`config.mk`:
```
export PLATFORM = sky130hd
export DESIGN_NAME = shift_sequencer
export DESIGN_NICKNAME = d
export VERILOG_FILES = /design/src/rtl/shift_pkg.sv /design/src/rtl/shift_step.sv /design/src/rtl/shift_sequencer.sv
export SDC_FILE = /design/constraint.sdc
export NUM_CORES = 1
export LEC_CHECK = 0
export ABC_AREA = 1
export ABC_CLOCK_PERIOD_IN_PS = 1400
export CAP_MARGIN = 15
export CORE_UTILIZATION = 48
export DETAILED_ROUTE_END_ITERATION = 8
export GPL_TIMING_DRIVEN = 0
export PLACE_DENSITY = 0.83
export SYNTH_ARGS = -nofsm -noshare
export SYNTH_HDL_FRONTEND = slang
export SYNTH_SLANG_ARGS = --single-unit
export TNS_END_PERCENT = 100
```
`constraint.sdc`:
```
create_clock -name clk -period 1.4 [get_ports clk]
set_input_delay 0.14 -clock clk [delete_from_list [all_inputs] [get_ports clk]]
set_output_delay 0.14 -clock clk [all_outputs]
set_load 0.005 [all_outputs]
```
`src/rtl/shift_pkg.sv`:
```
// Shared types and default sizing for the shift sequencer.
package shift_pkg;

  typedef enum logic [1:0] {
    IDLE  = 2'd0,
    SHIFT = 2'd1,
    DONE  = 2'd2
  } state_e;

  localparam int DEF_WIDTH = 8;
  localparam int DEF_CNT_W = 3;

endpackage

```
`src/rtl/shift_step.sv`:
```
// One-bit shifter: left fills LSB with 0, right fills MSB with fill_i.
module shift_step #(
  parameter int WIDTH = 8
) (
  input  logic [WIDTH-1:0] value_i,
  input  logic             dir_i,
  input  logic             fill_i,
  output logic [WIDTH-1:0] value_o
);

  always_comb begin
    if (dir_i) value_o = {value_i[WIDTH-2:0], 1'b0};
    else       value_o = {fill_i, value_i[WIDTH-1:1]};
  end

endmodule

```
`src/rtl/shift_sequencer.sv`:
```
// Multi-cycle shifter, one bit per clock. Define SHIFT_ARITH_EN to add the
// arith input for sign-replicating right shifts.
module shift_sequencer
  import shift_pkg::*;
#(
  parameter int WIDTH = DEF_WIDTH,
  parameter int CNT_W = DEF_CNT_W
) (
  input  logic             clk,
  input  logic             rst,
  input  logic             start,
  input  logic             dir,
  input  logic [CNT_W-1:0] shamt,
  input  logic [WIDTH-1:0] data_in,
`ifdef SHIFT_ARITH_EN
  input  logic             arith,
`endif
  output logic [WIDTH-1:0] data_out,
  output logic             busy,
  output logic             done,
  output state_e           state_o
);

  // Handshake: start is sampled only while busy=0; operands are captured on
  // that edge. done pulses for one cycle on the same cycle data_out updates,
  // which is also the first cycle busy is low again.

  state_e             state_q, state_d;
  logic [CNT_W-1:0]   cnt_q, cnt_d;
  logic [WIDTH-1:0]   work_q, work_d;
  logic [WIDTH-1:0]   data_out_q, data_out_d;
  logic               dir_q, dir_d;
  logic               done_q, done_d;
  logic               fill;
  logic [WIDTH-1:0]   step_out;

`ifdef SHIFT_ARITH_EN
  logic arith_q, arith_d;
  assign fill = arith_q & work_q[WIDTH-1];
`else
  assign fill = 1'b0;
`endif

  shift_step #(.WIDTH(WIDTH)) u_step (
    .value_i (work_q),
    .dir_i   (dir_q),
    .fill_i  (fill),
    .value_o (step_out)
  );

  always_comb begin
    state_d    = state_q;
    cnt_d      = cnt_q;
    work_d     = work_q;
    dir_d      = dir_q;
    data_out_d = data_out_q;
    done_d     = 1'b0;
`ifdef SHIFT_ARITH_EN
    arith_d    = arith_q;
`endif
    case (state_q)
      IDLE: begin
        if (start) begin
          work_d  = data_in;
          cnt_d   = shamt;
          dir_d   = dir;
`ifdef SHIFT_ARITH_EN
          arith_d = arith;
`endif
          state_d = (shamt == '0) ? DONE : SHIFT;
        end
      end
      SHIFT: begin
        work_d = step_out;
        cnt_d  = cnt_q - CNT_W'(1);
        if (cnt_q == CNT_W'(1)) state_d = DONE;
      end
      DONE: begin
        // Result and pulse are registered so data_out never shows partial shifts.
        data_out_d = work_q;
        done_d     = 1'b1;
        state_d    = IDLE;
      end
      default: state_d = IDLE;
    endcase
  end

  always_ff @(posedge clk or posedge rst) begin
    if (rst) begin
      state_q    <= IDLE;
      cnt_q      <= '0;
      work_q     <= '0;
      data_out_q <= '0;
      dir_q      <= 1'b0;
      done_q     <= 1'b0;
`ifdef SHIFT_ARITH_EN
      arith_q    <= 1'b0;
`endif
    end else begin
      state_q    <= state_d;
      cnt_q      <= cnt_d;
      work_q     <= work_d;
      data_out_q <= data_out_d;
      dir_q      <= dir_d;
      done_q     <= done_d;
`ifdef SHIFT_ARITH_EN
      arith_q    <= arith_d;
`endif
    end
  end

  assign data_out = data_out_q;
  assign busy     = (state_q != IDLE);
  assign done     = done_q;
  assign state_o  = state_q;

endmodule

```
==> run summary <==
The min-delay analysis places its worst path in the category in2async. The post-route DRC violation count is 0. The first global-routing pass estimated 4.195 mm of wire. After synthesis, the netlist uses 17 different library cells. For the depth of the CTS H-tree, the log shows 1.

The number of antenna diodes in the final layout is 0. The via count of the first global-routing pass was 1024; the number of buffers added by the clock tree synthesis step was 3. Using the TritonRoute via totals, the vias-per-cell ratio works out to 4.888. The final routed wirelength across all metal layers came out at 2.564 mm. Synthesized area per cell: 7.121 um2. The commonest cells after synthesis are sky130_fd_sc_hd__nand2_1 (100), sky130_fd_sc_hd__dfrtp_1 (23), sky130_fd_sc_hd__inv_1 (9). The share of post-route cells with drive strength above 1 is 12.24%, and the number of warnings reported in the yosys synthesis log is 0. The largest driver fanout on the critical path is 10. The routed design could run at a clock period as short as 1333 ps. The layout overhead on the synthesized area was 32.21%.

The clock latency at the later pin of the worst-skew pair was 300 ps; the largest vdd supply drop was 0.001509 V. Between clock sinks in the finished design, the worst skew comes to 2.263 ps. The initial antenna violation count was 0.

The run finished with clean final reports. The share of the clock period used by the worst path after layout is 95.22%, and the number of design-rule violations left by the first detailed-router iteration is 22. Summing internal, switching and leakage power gives 0.003458 W. In this run the remaining antenna-violating nets after routing total 0. The final net count is 214. For the share of the yosys chip area belonging to registers, the log shows 49.89%. The largest total area in the synthesized netlist belongs to sky130_fd_sc_hd__dfrtp_1. The number of enable flip-flop cells after synthesis is 0, and the standard cell core area is 2233 um2. The overall routing resource usage was 21.84%; the area of the die was 2604 um2. Setup violations remaining at the end of the flow were counted as 0. The via count of the routed design is 1095, and the fraction of post-synthesis cell area in the top cell type by area is 49.89%. 27 I/O pins were placed. The logs give 0 for the max-slew violation count and 1154 um2 for the mapped cell area. For the pin with the worst max-slew slack, the measured transition is 872.8 ps. The register bit count reported by yosys was 23; the number of max-cap violations was 0.

TritonCTS built the clock tree. The number of instances in the synthesized netlist is 162, and the die width is 51.03 um. Headroom to the max-slew limit came out at 41.75%. The data required time at the worst endpoint was 1660 ps. Input and output buffers added on the ports amount to 26. The run gives 2 as the maximum root-to-sink buffer count. Once the floorplan was initialized, standard cells occupied 51.65% of the core. For the clock net sink count, the log shows 23. The most used flip-flop cell after synthesis is sky130_fd_sc_hd__dfrtp_1. For the net count of the mapped netlist, the log shows 179.

Ranked by total cell area, the synthesized netlist is headed by sky130_fd_sc_hd__dfrtp_1 (50%), sky130_fd_sc_hd__nand2_1 (33%), sky130_fd_sc_hd__inv_1 (2.9%). For the critical path arrival, the log shows 1590 ps. Entering global routing, the biggest net connects 24 pins. Dividing the detail-routed wire length by the instance count gives 11.45 um. The critical path is of the reg2reg type.

The tools report the total number of placement rows as 17. Clock tree synthesis selected as its root buffer the cell sky130_fd_sc_hd__clkbuf_4. The count of endpoints failing hold in the final timing report is 0, and the global-route congestion overflow total is 0. The final estimated routing congestion in global placement was 0.7848; the post-cts hold buffer count was 0. The height of the die is 51.03 um. The register clock-pin slew on the reported worst setup and hold paths works out to 130 ps.

After synthesis, the share of flip-flops with an asynchronous set or reset is 100.0%. For this run, the top clock speed supported by timing is 750.2 MHz. STA classifies the critical path endpoint as a register.

For this run, the detailed router's first-pass iteration total came to 4. The power density over the cells works out to 2267 nW/um2. On the final layout, the worst hold slack is 301.4 ps. The most common cell in the netlist was sky130_fd_sc_hd__nand2_1.

Detailed-placement wirelength estimate: 1.855 mm. The analysis attributes to cell leakage a power of 0.8556 nW. The worst setup path is launched from a register.
[placed cells by master (no fill, tap or decap), types with 2 or more instances in the layout]
master / netlist / routed
sky130_fd_sc_hd__nand2_2: 2 / 2
sky130_fd_sc_hd__o21ai_1: 4 / 4
sky130_fd_sc_hd__buf_6: 1 / 2
sky130_fd_sc_hd__nor2_1: 4 / 3
sky130_fd_sc_hd__inv_2: 6 / 6
sky130_fd_sc_hd__inv_1: 9 / 9
sky130_fd_sc_hd__clkdlybuf4s50_1: 0 / 23
sky130_fd_sc_hd__nand2_1: 100 / 100
sky130_fd_sc_hd__nand3_1: 3 / 3
sky130_fd_sc_hd__ha_1: 2 / 2
sky130_fd_sc_hd__clkbuf_4: 0 / 3
sky130_fd_sc_hd__dfrtp_1: 23 / 22
sky130_fd_sc_hd__buf_4: 0 / 4
[logic make-up (layout without fill, tap and decap cells)]
group,Yosys count,count (layout),synth area share (%)
fa+ha+maj,2,2,2.169
flops,23,23,49.89
buf+inv,18,52,6.724
compound gates,8,8,3.904
simple gates,111,111,37.31
[power by group]
part	internal, W	leakage, nW	switching [W]
Clock	0.000106	0.0177	0.000199
Combinational	0.000868	0.550	0.00106
Sequential	0.000992	0.288	0.000232
[cell type report]
class	instances	area (um2)
clock inverters	1	5.005
multi-input cells	121	515.5
well taps	28	35.03
inverters	15	56.30
repair buffers	30	286.5
clock buffers	3	22.52
plain buffers	3	27.53
flip-flops and latches	23	576.8
fillers	215	708.2
[critical path, stage by stage (launching register included)]
cell	delay, ps
sky130_fd_sc_hd__dfrtp_1	450
sky130_fd_sc_hd__buf_4	170
sky130_fd_sc_hd__inv_2	80
sky130_fd_sc_hd__nand2_2	110
sky130_fd_sc_hd__buf_6	170
sky130_fd_sc_hd__o21ai_1	160
sky130_fd_sc_hd__nand2_1	80
sky130_fd_sc_hd__nand2_1	70
[per-stage QoR]
step | cells | setup WS, ps | setup TNS [ps] | area, um2 | util, %
CTS | 224 | -9.714 | -9.714 | 1510 | 67.62
finish | 224 | 66.95 | 0 | 1525 | 68.29
detailed placement | 216 | 68.56 | 0 | 1449 | 64.87
floorplan | 162 | 305.8 | 0 | 1154 | -
global route | 224 | -20.31 | -20.31 | 1525 | 68.29
global placement | 216 | 95.50 | 0 | 1449 | 64.87
[final timing paths]
check | startpoint | slack, ps | depth (start not counted) | end
max reg2reg | state_o[1]$_DFFE_PP0P_ | 70 | 7 | cnt_q[0]$_DFFE_PP0P_
min | rst | 300 | 2 | work_q[6]$_DFFE_PP0P_
max | state_o[1]$_DFFE_PP0P_ | 70 | 7 | cnt_q[0]$_DFFE_PP0P_
min reg2reg | data_out[0]$_DFFE_PP0P_ | 490 | 2 | data_out[0]$_DFFE_PP0P_
min in group clk | dir | 400 | 3 | dir_q$_DFFE_PP0P_
max in group asynchronous | rst | 510 | 2 | state_o[0]$_DFFE_PP0P_
[metal layers]
layer / routed length (um) / vias to the layer above / global-route usage [%]
li1: - / 555 / -
met1: 1165 / 514 / 25.58
met2: 1300 / 24 / 38.38
met3: 83 / 2 / 3.869
met4: 14 / 0 / 10.19
met5: 0 / - / 0
[state kept, by name (all words and copies together) (netlist names)]
register,cells
done,1
state_o,2
work_q,8
data_out,8
dir_q,1
cnt_q,3
[repair_timing]
action                     in CTS  in global routing
resized for setup               5                  6
setup endpoints to repair       3                  5
gates cloned                    0                  0
buffers inserted                4                  0
Power figures use the tool's default switching activity.
